**src/rtl/frogger_round_ctrl.sv**
```systemverilog
// rtl/frogger_round_ctrl.sv - Frogger round sequencer: lives, win/lose/death, frog select, key moves
module frogger_round_ctrl #(
   parameter int LIVES_INIT   = 3,
   parameter int DEATH_FRAMES = 60,
   parameter int REPEAT_FR    = 8
) (
   input  logic        Clk,
   input  logic        Reset_n,
   input  logic        frame_clk,
   input  logic        start,
   input  logic [15:0] keycode,
   input  logic [2:0]  dead_in,
   input  logic [2:0]  home_in,
   output logic [2:0]  frog_sel,
   output logic        mv_up,
   output logic        mv_down,
   output logic        mv_left,
   output logic        mv_right,
   output logic [2:0]  respawn,
   output logic        freeze,
   output logic [1:0]  lives,
   output logic        win_game,
   output logic        lose_game,
   output logic [2:0]  state
);

   localparam int DCNT_W = $clog2(DEATH_FRAMES + 1);
   localparam int RCNT_W = $clog2(REPEAT_FR + 1);
   localparam logic [1:0]        LIVES_RST  = 2'(LIVES_INIT);
   localparam logic [DCNT_W-1:0] DEATH_LOAD = DCNT_W'(DEATH_FRAMES - 1);
   localparam logic [RCNT_W-1:0] REP_LOAD   = RCNT_W'(REPEAT_FR - 1);

   localparam logic [15:0] K_UP    = 16'h0052;
   localparam logic [15:0] K_DOWN  = 16'h0051;
   localparam logic [15:0] K_LEFT  = 16'h0050;
   localparam logic [15:0] K_RIGHT = 16'h004F;
   localparam logic [15:0] K_F1    = 16'h0059;
   localparam logic [15:0] K_F2    = 16'h005A;
   localparam logic [15:0] K_F3    = 16'h005B;

   typedef enum logic [2:0] {
      S_IDLE  = 3'd0,
      S_PLAY  = 3'd1,
      S_DYING = 3'd2,
      S_WIN   = 3'd3,
      S_LOSE  = 3'd4
   } state_t;

   state_t            state_q, state_d;
   logic [2:0]        sync_q, sync_d;
   logic [15:0]       key_prev_q, key_prev_d;
   logic [RCNT_W-1:0] rep_cnt_q, rep_cnt_d;
   logic [DCNT_W-1:0] dcnt_q, dcnt_d;
   logic [2:0]        home_q, home_d;
   logic [2:0]        dead_q, dead_d;
   logic [2:0]        frog_sel_q, frog_sel_d;
   logic [2:0]        respawn_q, respawn_d;
   logic [1:0]        lives_q, lives_d;
   logic              freeze_q, freeze_d;
   logic              win_q, win_d;
   logic              lose_q, lose_d;
   logic [3:0]        mv_q, mv_d;

   logic frame_tick;
   logic is_arrow;
   logic mv_fire;

   assign frame_tick = sync_q[1] & ~sync_q[2];
   assign is_arrow   = (keycode == K_UP) || (keycode == K_DOWN) ||
                       (keycode == K_LEFT) || (keycode == K_RIGHT);

   // Key repeat: a new arrow code zeroes the counter so the next tick fires; later fires every REPEAT_FR ticks
   always_comb begin
      sync_d     = {sync_q[1:0], frame_clk};
      key_prev_d = keycode;
      rep_cnt_d  = rep_cnt_q;
      mv_fire    = 1'b0;
      if (keycode != key_prev_q) begin
         rep_cnt_d = '0;
      end
      if (frame_tick && is_arrow) begin
         if (rep_cnt_d == '0) begin
            mv_fire   = 1'b1;
            rep_cnt_d = REP_LOAD;
         end else begin
            rep_cnt_d = rep_cnt_d - RCNT_W'(1);
         end
      end
      mv_d = 4'b0000;
      if (mv_fire && (state_q == S_PLAY)) begin
         mv_d = {keycode == K_RIGHT, keycode == K_LEFT, keycode == K_DOWN, keycode == K_UP};
      end
   end

   // Round FSM, lives, home mask and frog selection; start overrides every state
   always_comb begin
      state_d    = state_q;
      lives_d    = lives_q;
      home_d     = home_q;
      dead_d     = dead_q;
      dcnt_d     = dcnt_q;
      respawn_d  = 3'b000;
      frog_sel_d = frog_sel_q;
      if (start) begin
         state_d   = S_PLAY;
         respawn_d = 3'b111;
         lives_d   = LIVES_RST;
         home_d    = 3'b000;
         dead_d    = 3'b000;
         dcnt_d    = '0;
      end else if (frame_tick) begin
         case (state_q)
            S_PLAY: begin
               if (|dead_in) begin
                  dead_d  = dead_in;
                  lives_d = (lives_q == 2'd0) ? 2'd0 : lives_q - 2'd1;
                  if (lives_q <= 2'd1) begin
                     state_d = S_LOSE;
                  end else begin
                     dcnt_d  = DEATH_LOAD;
                     state_d = S_DYING;
                  end
               end else begin
                  home_d = home_q | home_in;
                  if (home_d == 3'b111) begin
                     state_d = S_WIN;
                  end
               end
            end
            S_DYING: begin
               if (dcnt_q == '0) begin
                  respawn_d = dead_q;
                  dead_d    = 3'b000;
                  state_d   = S_PLAY;
               end else begin
                  dcnt_d = dcnt_q - DCNT_W'(1);
               end
            end
            default: ;
         endcase
      end
      // Active frog just got home: hand control to the lowest frog still out
      if (((frog_sel_q & home_d) != 3'b000) && (home_d != 3'b111)) begin
         if (!home_d[0]) begin
            frog_sel_d = 3'b001;
         end else if (!home_d[1]) begin
            frog_sel_d = 3'b010;
         end else begin
            frog_sel_d = 3'b100;
         end
      end else if ((keycode == K_F1) && !home_d[0]) begin
         frog_sel_d = 3'b001;
      end else if ((keycode == K_F2) && !home_d[1]) begin
         frog_sel_d = 3'b010;
      end else if ((keycode == K_F3) && !home_d[2]) begin
         frog_sel_d = 3'b100;
      end
      freeze_d = (state_d != S_PLAY);
      win_d    = (state_d == S_WIN);
      lose_d   = (state_d == S_LOSE);
   end

   // State and registered outputs
   always_ff @(posedge Clk or negedge Reset_n) begin
      if (!Reset_n) begin
         state_q    <= S_IDLE;
         sync_q     <= 3'b000;
         key_prev_q <= 16'h0000;
         rep_cnt_q  <= '0;
         dcnt_q     <= '0;
         home_q     <= 3'b000;
         dead_q     <= 3'b000;
         frog_sel_q <= 3'b001;
         respawn_q  <= 3'b000;
         lives_q    <= LIVES_RST;
         freeze_q   <= 1'b1;
         win_q      <= 1'b0;
         lose_q     <= 1'b0;
         mv_q       <= 4'b0000;
      end else begin
         state_q    <= state_d;
         sync_q     <= sync_d;
         key_prev_q <= key_prev_d;
         rep_cnt_q  <= rep_cnt_d;
         dcnt_q     <= dcnt_d;
         home_q     <= home_d;
         dead_q     <= dead_d;
         frog_sel_q <= frog_sel_d;
         respawn_q  <= respawn_d;
         lives_q    <= lives_d;
         freeze_q   <= freeze_d;
         win_q      <= win_d;
         lose_q     <= lose_d;
         mv_q       <= mv_d;
      end
   end

   assign state     = state_q;
   assign frog_sel  = frog_sel_q;
   assign respawn   = respawn_q;
   assign lives     = lives_q;
   assign freeze    = freeze_q;
   assign win_game  = win_q;
   assign lose_game = lose_q;
   assign mv_up     = mv_q[0];
   assign mv_down   = mv_q[1];
   assign mv_left   = mv_q[2];
   assign mv_right  = mv_q[3];

endmodule

```
**config.mk**
```make
export PLATFORM = sky130hd
export DESIGN_NAME = frogger_round_ctrl
export DESIGN_NICKNAME = d
export VERILOG_FILES = /design/src/rtl/frogger_round_ctrl.sv
export SDC_FILE = /design/constraint.sdc
export NUM_CORES = 1
export LEC_CHECK = 0
export ABC_AREA = 0
export BUFFER_PORTS_ARGS = -buffer_cell sky130_fd_sc_hd__buf_2
export CAP_MARGIN = 40
export CORE_UTILIZATION = 55
export CTS_CLUSTER_DIAMETER = 50
export CTS_CLUSTER_SIZE = 25
export DETAILED_ROUTE_END_ITERATION = 10
export GPL_ROUTABILITY_DRIVEN = 0
export PLACE_DENSITY = 0.88
export SYNTH_ARGS = -nofsm -noshare
export SYNTH_HDL_FRONTEND = slang
export SYNTH_SLANG_ARGS = --single-unit
```
**constraint.sdc**
```tcl
create_clock -name Clk -period 2.8 [get_ports Clk]
set_clock_uncertainty 0.1 [all_clocks]
set_input_delay 0 -clock Clk [delete_from_list [all_inputs] [get_ports Clk]]
set_output_delay 0 -clock Clk [all_outputs]
set_load 0.03 [all_outputs]
```
## Word-level counts from Yosys, hierarchy flattened

Index checks and enable logic that the tools add are counted.

| operators by class | value |
|---|---|
| add/subtract/negate cells | 3 |
| multipliers | 0 |
| div/mod/pow operators | 0 |
| $lt $le $gt $ge | 1 |
| equality and inequality tests | 19 |
| shift operators | 0 |
| muxes and demuxes | 43 |
| bitwise operators | 4 |
| reductions and logical operators | 25 |

Operators with widths:

| kind | count |
|---|---|
| 16-bit by 7-bit equality test with 1-bit output, second input constant | 7 |
| 3-bit 2-to-1 mux | 24 |
| 6-bit 2-to-1 mux | 5 |
| 4-bit 2-to-1 mux | 4 |
| 16-bit != test | 1 |
| 3-bit != test, second input constant | 4 |
| 3-bit case mux with 2 select lines | 2 |
| 6-bit case mux with 2 select lines | 1 |
| 2-bit 2-to-1 mux | 5 |
| 3-bit by 2-bit equality test with 1-bit output, second input constant | 2 |
| 3-bit equality test, second input constant | 2 |
| 1-bit logical AND | 6 |
| 6-bit logical NOT | 1 |
| 2-bit nonzero test | 3 |
| 3-bit nonzero test | 2 |
| 6-bit by 1-bit subtractor with 6-bit output, second input constant | 1 |
| 5-bit AND reduction | 1 |
| 4-bit logical NOT | 1 |
| 4-bit AND reduction | 1 |
| 4-bit nonzero test | 1 |
| 4-bit by 1-bit subtractor with 4-bit output, second input constant | 1 |
| 3-bit bitwise AND | 1 |
| 3-bit by 1-bit equality test with 1-bit output, second input constant | 1 |
| 1-bit logical NOT | 3 |
| 12 further kinds | 15 |

| storage, ports and cells | value |
|---|---|
| register bits | 53 |
| latch bits | 0 |
| memory bits (writable) | 0 |
| bits in read-only memories | 0 |
| input port bits | 26 |
| output and inout bits | 18 |
| word-level logic and storage cells | 109 |
| memories kept | 0 |

## Logic depth before layout (Yosys ltp)

| logic depth | value |
|---|---|
| depth in word-level cells | 11 |
| gate-level depth with buffers | 9 |
| gate-level depth less buffers | 8 |

## Least setup slack after synthesis

Ideal clock, no wire load.

| timing | value |
|---|---|
| path type | register to register |
| start point | register state_q[2] (netlist: state[2]) |
| end point | register frog_sel_q[1] (netlist: frog_sel[1]) |
| library setup time | 126 ps |
| data arrival time | 1984 ps |
| data required time | 2574 ps |
| setup slack | 590 ps |
| stages on the path, launching flop included | 7 |
| buffers on the path | 0 |
| clock period less this slack | 2210 ps |
| path through | dfrtp_1 -> or3b_1 -> o41ai_4 -> o2bb2ai_1 -> a2bb2oi_2 -> a31oi_1 -> o32a_1 |

| between the ends | value |
|---|---|
| elaborated cells on any way between the ends | 20 |
| those cells by class | eq/ne: 2; mux: 8; bitwise: 1; reduce/logical: 9 |

RTL lines:

| item | RTL line | text |
|---|---|---|
| start, declared | 49 | `state_t state_q, state_d;` |
| start signal, assigned | 181 | `state_q <= state_d;` |
| 3-bit by 1-bit equality test with 1-bit output * | 112 | `case (state_q)` |
| 3-bit 2-to-1 mux * | 112 |  |
| 3-bit 2-to-1 mux * | 111 | `end else if (frame_tick) begin` |
| 3-bit 2-to-1 mux * | 104 | `if (start) begin` |
| net home_d[2] | 54 | `logic [2:0] home_q, home_d;` |
| 3-bit bitwise AND | 143 | `if (((frog_sel_q & home_d) != 3'b000) && (home_d != 3'b111)) begin` |
| 3-bit nonzero test | 143 |  |
| 1-bit logical AND | 143 |  |
| 4-bit nonzero test (no line) / 3-bit 2-to-1 mux (equally long branches) | n/a |  |
| end signal, assigned | 188 | `frog_sel_q <= frog_sel_d;` |
| end, declared | 56 | `logic [2:0] frog_sel_q, frog_sel_d;` |

The timed path passes the listed nets; every way through them passes the cells marked *.
A chain may end at the register's enable or synchronous reset.

## Worst setup path after layout

| timing | value |
|---|---|
| start point | register dcnt_q[0] |
| end point | register win_q (netlist: win_game) |

| between the ends | value |
|---|---|
| cells in the longest elaborated chain, start to end | 6 |

RTL lines:

| item | RTL line | text |
|---|---|---|
| start, declared | 53 | `logic [DCNT_W-1:0] dcnt_q, dcnt_d;` |
| start signal, assigned | 185 | `dcnt_q <= dcnt_d;` |
| 6-bit logical NOT | 131 | `if (dcnt_q == '0) begin` |
| 3-bit 2-to-1 mux | 131 |  |
| 3-bit case mux with 2 select lines | 112 |  |
| 3-bit 2-to-1 mux | 111 |  |
| 3-bit 2-to-1 mux | 104 |  |
| 3-bit by 2-bit equality test with 1-bit output | 159 | `win_d = (state_d == S_WIN);` |
| net win_d | 60 | `logic win_q, win_d;` |
| end signal, assigned | 192 | `win_q <= win_d;` |
| end, declared | 60 |  |

The timed path passes the listed nets, and every way through them passes these cells.

==> results summary <==
The starting utilization of the core area came out at 59.0%. In this run the biggest area consumer among cell types represents 50.2% of the synthesized area. The count of final hold-check violations is 0.

The number of buffers added by the clock tree synthesis step came out at 5. The sum of overflow across all layers after global routing is 0. The library cell occupying the most area in the post-synthesis netlist is sky130_fd_sc_hd__dfrtp_1.

The final non-filler cell area came out at 3120 um2. The remaining max-slew budget at the tightest pin is 51.9%. Once detail routing completed, the nets flagged for antenna violations numbered 0. In this run the standard cell core region covers 4140 um2. The highest attainable clock frequency came out at 357 MHz. The required time reported for the critical path endpoint came out at 2900 ps. The gate count of the mapped netlist is 230. The endpoint of the worst register-to-register path is win_game$_DFF_PN0_. For this run, the share of the core covered by cells in the final layout is 75.3%. STA classifies the critical path endpoint as a flop. The number of max-slew violations in the final report came out at 0. The static leakage power is 1.43 nW.

The count of input and output buffers is 43. The actual slew at the worst max-slew pin is 715 ps. The total power density per cell area came out at 504 nW/um2. For this run, the number of standard cells in the final layout without fillers is 358. The chip width is 68.7 um. The number of antenna violations at the first check in global routing was 0. The tree is rooted in a sky130_fd_sc_hd__clkbuf_8.

The initial DRC count came out at 211. 44 I/O pins were placed. The maximum number of pins on one net before global-route repair is 30. The average wire per cell in the routed design came out at 16.8 um. The largest buffer count on any clock path came out at 2. The net count of the mapped netlist came out at 258.

The die covers 4710 um2. The synthesized area came out at 2440 um2. The commonest cells after synthesis are 49 x sky130_fd_sc_hd__dfrtp_1, 24 x sky130_fd_sc_hd__nand2_1, 19 x sky130_fd_sc_hd__nor2_1, 17 x sky130_fd_sc_hd__xnor2_1, 13 x sky130_fd_sc_hd__a21oi_1. The post-synthesis register bit count is 53. The final setup violation count is 1. The endpoint arrival time on the critical path is 2900 ps. The floorplan step set the die height to 68.7 um. The completed layout was analyzed and its total power is 1.57 mW.

The latest clock arrival within the worst-skew pair is 310 ps. The DRC violation count after routing came out at 0. The final hold slack is 88.5 ps. Global routing used 28.7% of the available tracks.

The first-pass GRT wire length came out at 9640 um. Before antenna repair, the detailed router went through 4 iterations. Yosys attributes the largest share of cell area to sky130_fd_sc_hd__dfrtp_1 50%, sky130_fd_sc_hd__xnor2_1 6.1%, sky130_fd_sc_hd__dfstp_2 4.3%. The number of nets in the layout came out at 335. The share of final-layout standard cells stronger than drive strength 1 is 23.7%. The path type of the worst min-delay path is input port to async pin. The run finished, with violations left.

The most used flip-flop cell after synthesis is sky130_fd_sc_hd__dfrtp_1. Yosys printed 0 warnings. The number of library cell types mapped by synthesis came out at 52. The highest net fanout along the worst path came out at 5. Across the VDD grid, the largest voltage drop is 0.000356 V. The critical path starts at dcnt_q[0]$_DFFE_PN0P_. The capture point of the worst path is win_game$_DFF_PN0_. The number of global-route vias before repair is 2046. The depth of the CTS H-tree is 2. The floorplan has 23 rows. The growth of design area from synthesis to finish came out at 27.7%. The overall routed net length is 6000 um. The checks that failed: setup timing.

The async set-or-reset flop fraction in the synthesized netlist came out at 100%. The worst path uses 100% of the clock period. The startpoint of the worst-slack reg-to-reg timing path is dcnt_q[0]$_DFFE_PN0P_. The final critical-path required period is 2810 ps.

The clock slew at the register clock pins of the worst setup and hold paths is 90 ps. The final critical-path setup slack came out at -5.05 ps. The startpoint type of the worst setup path is a flop. The worst setup path is of the flop to flop kind. Once detailed placement completed, the half-perimeter wirelength came to 3730 um. The via count came out at 2163. Among all cell types in the netlist, the one instantiated most often is sky130_fd_sc_hd__dfrtp_1. TritonCTS built the clock tree.

Averaged over all synthesized cells, the footprint is 10.6 um2. The TritonCTS sink count came out at 53. Using the TritonRoute via totals, the vias-per-cell ratio works out to 6.04. The number of diodes added for antenna fixing is 0. The number of max-capacitance violations reported came out at 0. The reg2reg setup slack is -5 ps. The share of synthesized area occupied by flip-flops and latches came out at 54.5%.

The worst reg-to-reg path cell count came out at 9. The instance area at placement came out at 2720 um2. Including well taps, the total number of placed cells is 321. The number of enable-type register cells in the synthesized netlist is 0.
[layout make-up]
cell class	count	area (um2)
clock buffer	7	76.3
multi-input combinational	166	1100
tap	50	62.6
fill	285	1020
sequential	53	1330
inverter	6	22.5
timing repair buffer	75	523
clock inverter	1	7.51
[power by group]
part | leakage (nW) | switching (mW) | internal [mW]
clock network | 0.0385 | 0.245 | 0.177
logic | 0.722 | 0.174 | 0.130
registers | 0.665 | 0.0344 | 0.813
total | 1.43 | 0.453 | 1.12
[worst min-delay path by stage]
stage | start | endpoint | slack [ps]
global route | Reset_n | state[0]$_DFF_PN0_ | 150
finish | Reset_n | state[0]$_DFF_PN0_ | 90
detailed placement | Reset_n | state[1]$_DFF_PN0_ | -80
global placement | Reset_n | state[0]$_DFF_PN0_ | -100
floorplan | Reset_n | dcnt_q[0]$_DFFE_PN0P_ | -400
CTS | Reset_n | state[1]$_DFF_PN0_ | 120
[routing by layer]
| metal | vias up | global-route usage, % | share of wire [%] | wire [um] |
|---|---|---|---|---|
| li1 | 984 | - | - | - |
| met1 | 1045 | 37.4 | 42 | 2520 |
| met2 | 116 | 44.4 | 49 | 2930 |
| met3 | 18 | 5.92 | 6.5 | 390 |
| met4 | 0 | 16.1 | 2.7 | 162 |
| met5 | - | 0 | 0 | 0 |
[flip-flops by register name, summed over array words and instances (netlist names), 2 cells and up]
name and cells:
dcnt_q 6, dead_q 3, frog_sel 3, home_q 3, key_prev_q 16, lives 2
mv_q 4, rep_cnt_q 4, respawn 3, state 3, sync_q 3
[timing repair]
item | CTS | global route
hold endpoints to repair | 50 | 0
endpoints found under the setup margin | 0 | 3
hold buffers | 27 | 0
buffers inserted | 0 | 2
gates resized for setup | 0 | 7
[metrics by stage]
stage,setup TNS [ps],worst slack [ps]
after floorplan,0,590
after global placement,0,572
after detailed placement,0,438
after CTS,0,71.2
after global routing,-64.8,-49.7
final,-5.05,-5.05
[placed cells by master, fill, tap and decap left out, types with 2 or more instances in the layout]
master and instances:
sky130_fd_sc_hd__inv_1 5, sky130_fd_sc_hd__or3_1 3, sky130_fd_sc_hd__nand2_2 2, sky130_fd_sc_hd__clkbuf_8 5, sky130_fd_sc_hd__xnor2_1 17, sky130_fd_sc_hd__nor3b_1 4
sky130_fd_sc_hd__and3_1 4, sky130_fd_sc_hd__nor4_1 2, sky130_fd_sc_hd__a22oi_2 2, sky130_fd_sc_hd__and2_1 2, sky130_fd_sc_hd__a22oi_1 2, sky130_fd_sc_hd__dfrtp_1 49
sky130_fd_sc_hd__or4_1 2, sky130_fd_sc_hd__o22ai_1 3, sky130_fd_sc_hd__nor2_1 19, sky130_fd_sc_hd__dlygate4sd3_1 27, sky130_fd_sc_hd__nand2b_1 6, sky130_fd_sc_hd__a21oi_1 13
sky130_fd_sc_hd__buf_4 5, sky130_fd_sc_hd__buf_2 43, sky130_fd_sc_hd__a31oi_1 2, sky130_fd_sc_hd__nor2b_1 3, sky130_fd_sc_hd__o21ai_0 5, sky130_fd_sc_hd__a211o_1 2
sky130_fd_sc_hd__nand2_1 23, sky130_fd_sc_hd__a311oi_1 4, sky130_fd_sc_hd__nand3_1 2, sky130_fd_sc_hd__or3b_1 2, sky130_fd_sc_hd__nor3_1 10, sky130_fd_sc_hd__dfstp_2 4
sky130_fd_sc_hd__clkbuf_1 2, sky130_fd_sc_hd__nand4_1 5
[kinds of logic after synthesis]
family | after synthesis | synth area share [%]
AND/OR/NAND/NOR | 98 | 21.6
AO/OA/AOI/OAI | 47 | 14.3
multiplexers | 1 | 0.410
buffers and inverters | 11 | 1.79
XOR/XNOR | 18 | 6.45
adder cells (fa/ha/maj) | 2 | 1.02
flip-flops | 53 | 54.5
[critical path, cell delays in order, from the launching register on]
cell                       delay, ps
sky130_fd_sc_hd__dfrtp_1         410
sky130_fd_sc_hd__inv_1            70
sky130_fd_sc_hd__ha_2            180
sky130_fd_sc_hd__or3b_4          400
sky130_fd_sc_hd__buf_4           150
sky130_fd_sc_hd__nor3_1          290
sky130_fd_sc_hd__and2_1          300
sky130_fd_sc_hd__nor2_1           60
sky130_fd_sc_hd__a211oi_1        380
sky130_fd_sc_hd__nor3b_1         340
Power figures use the tool's default switching activity.
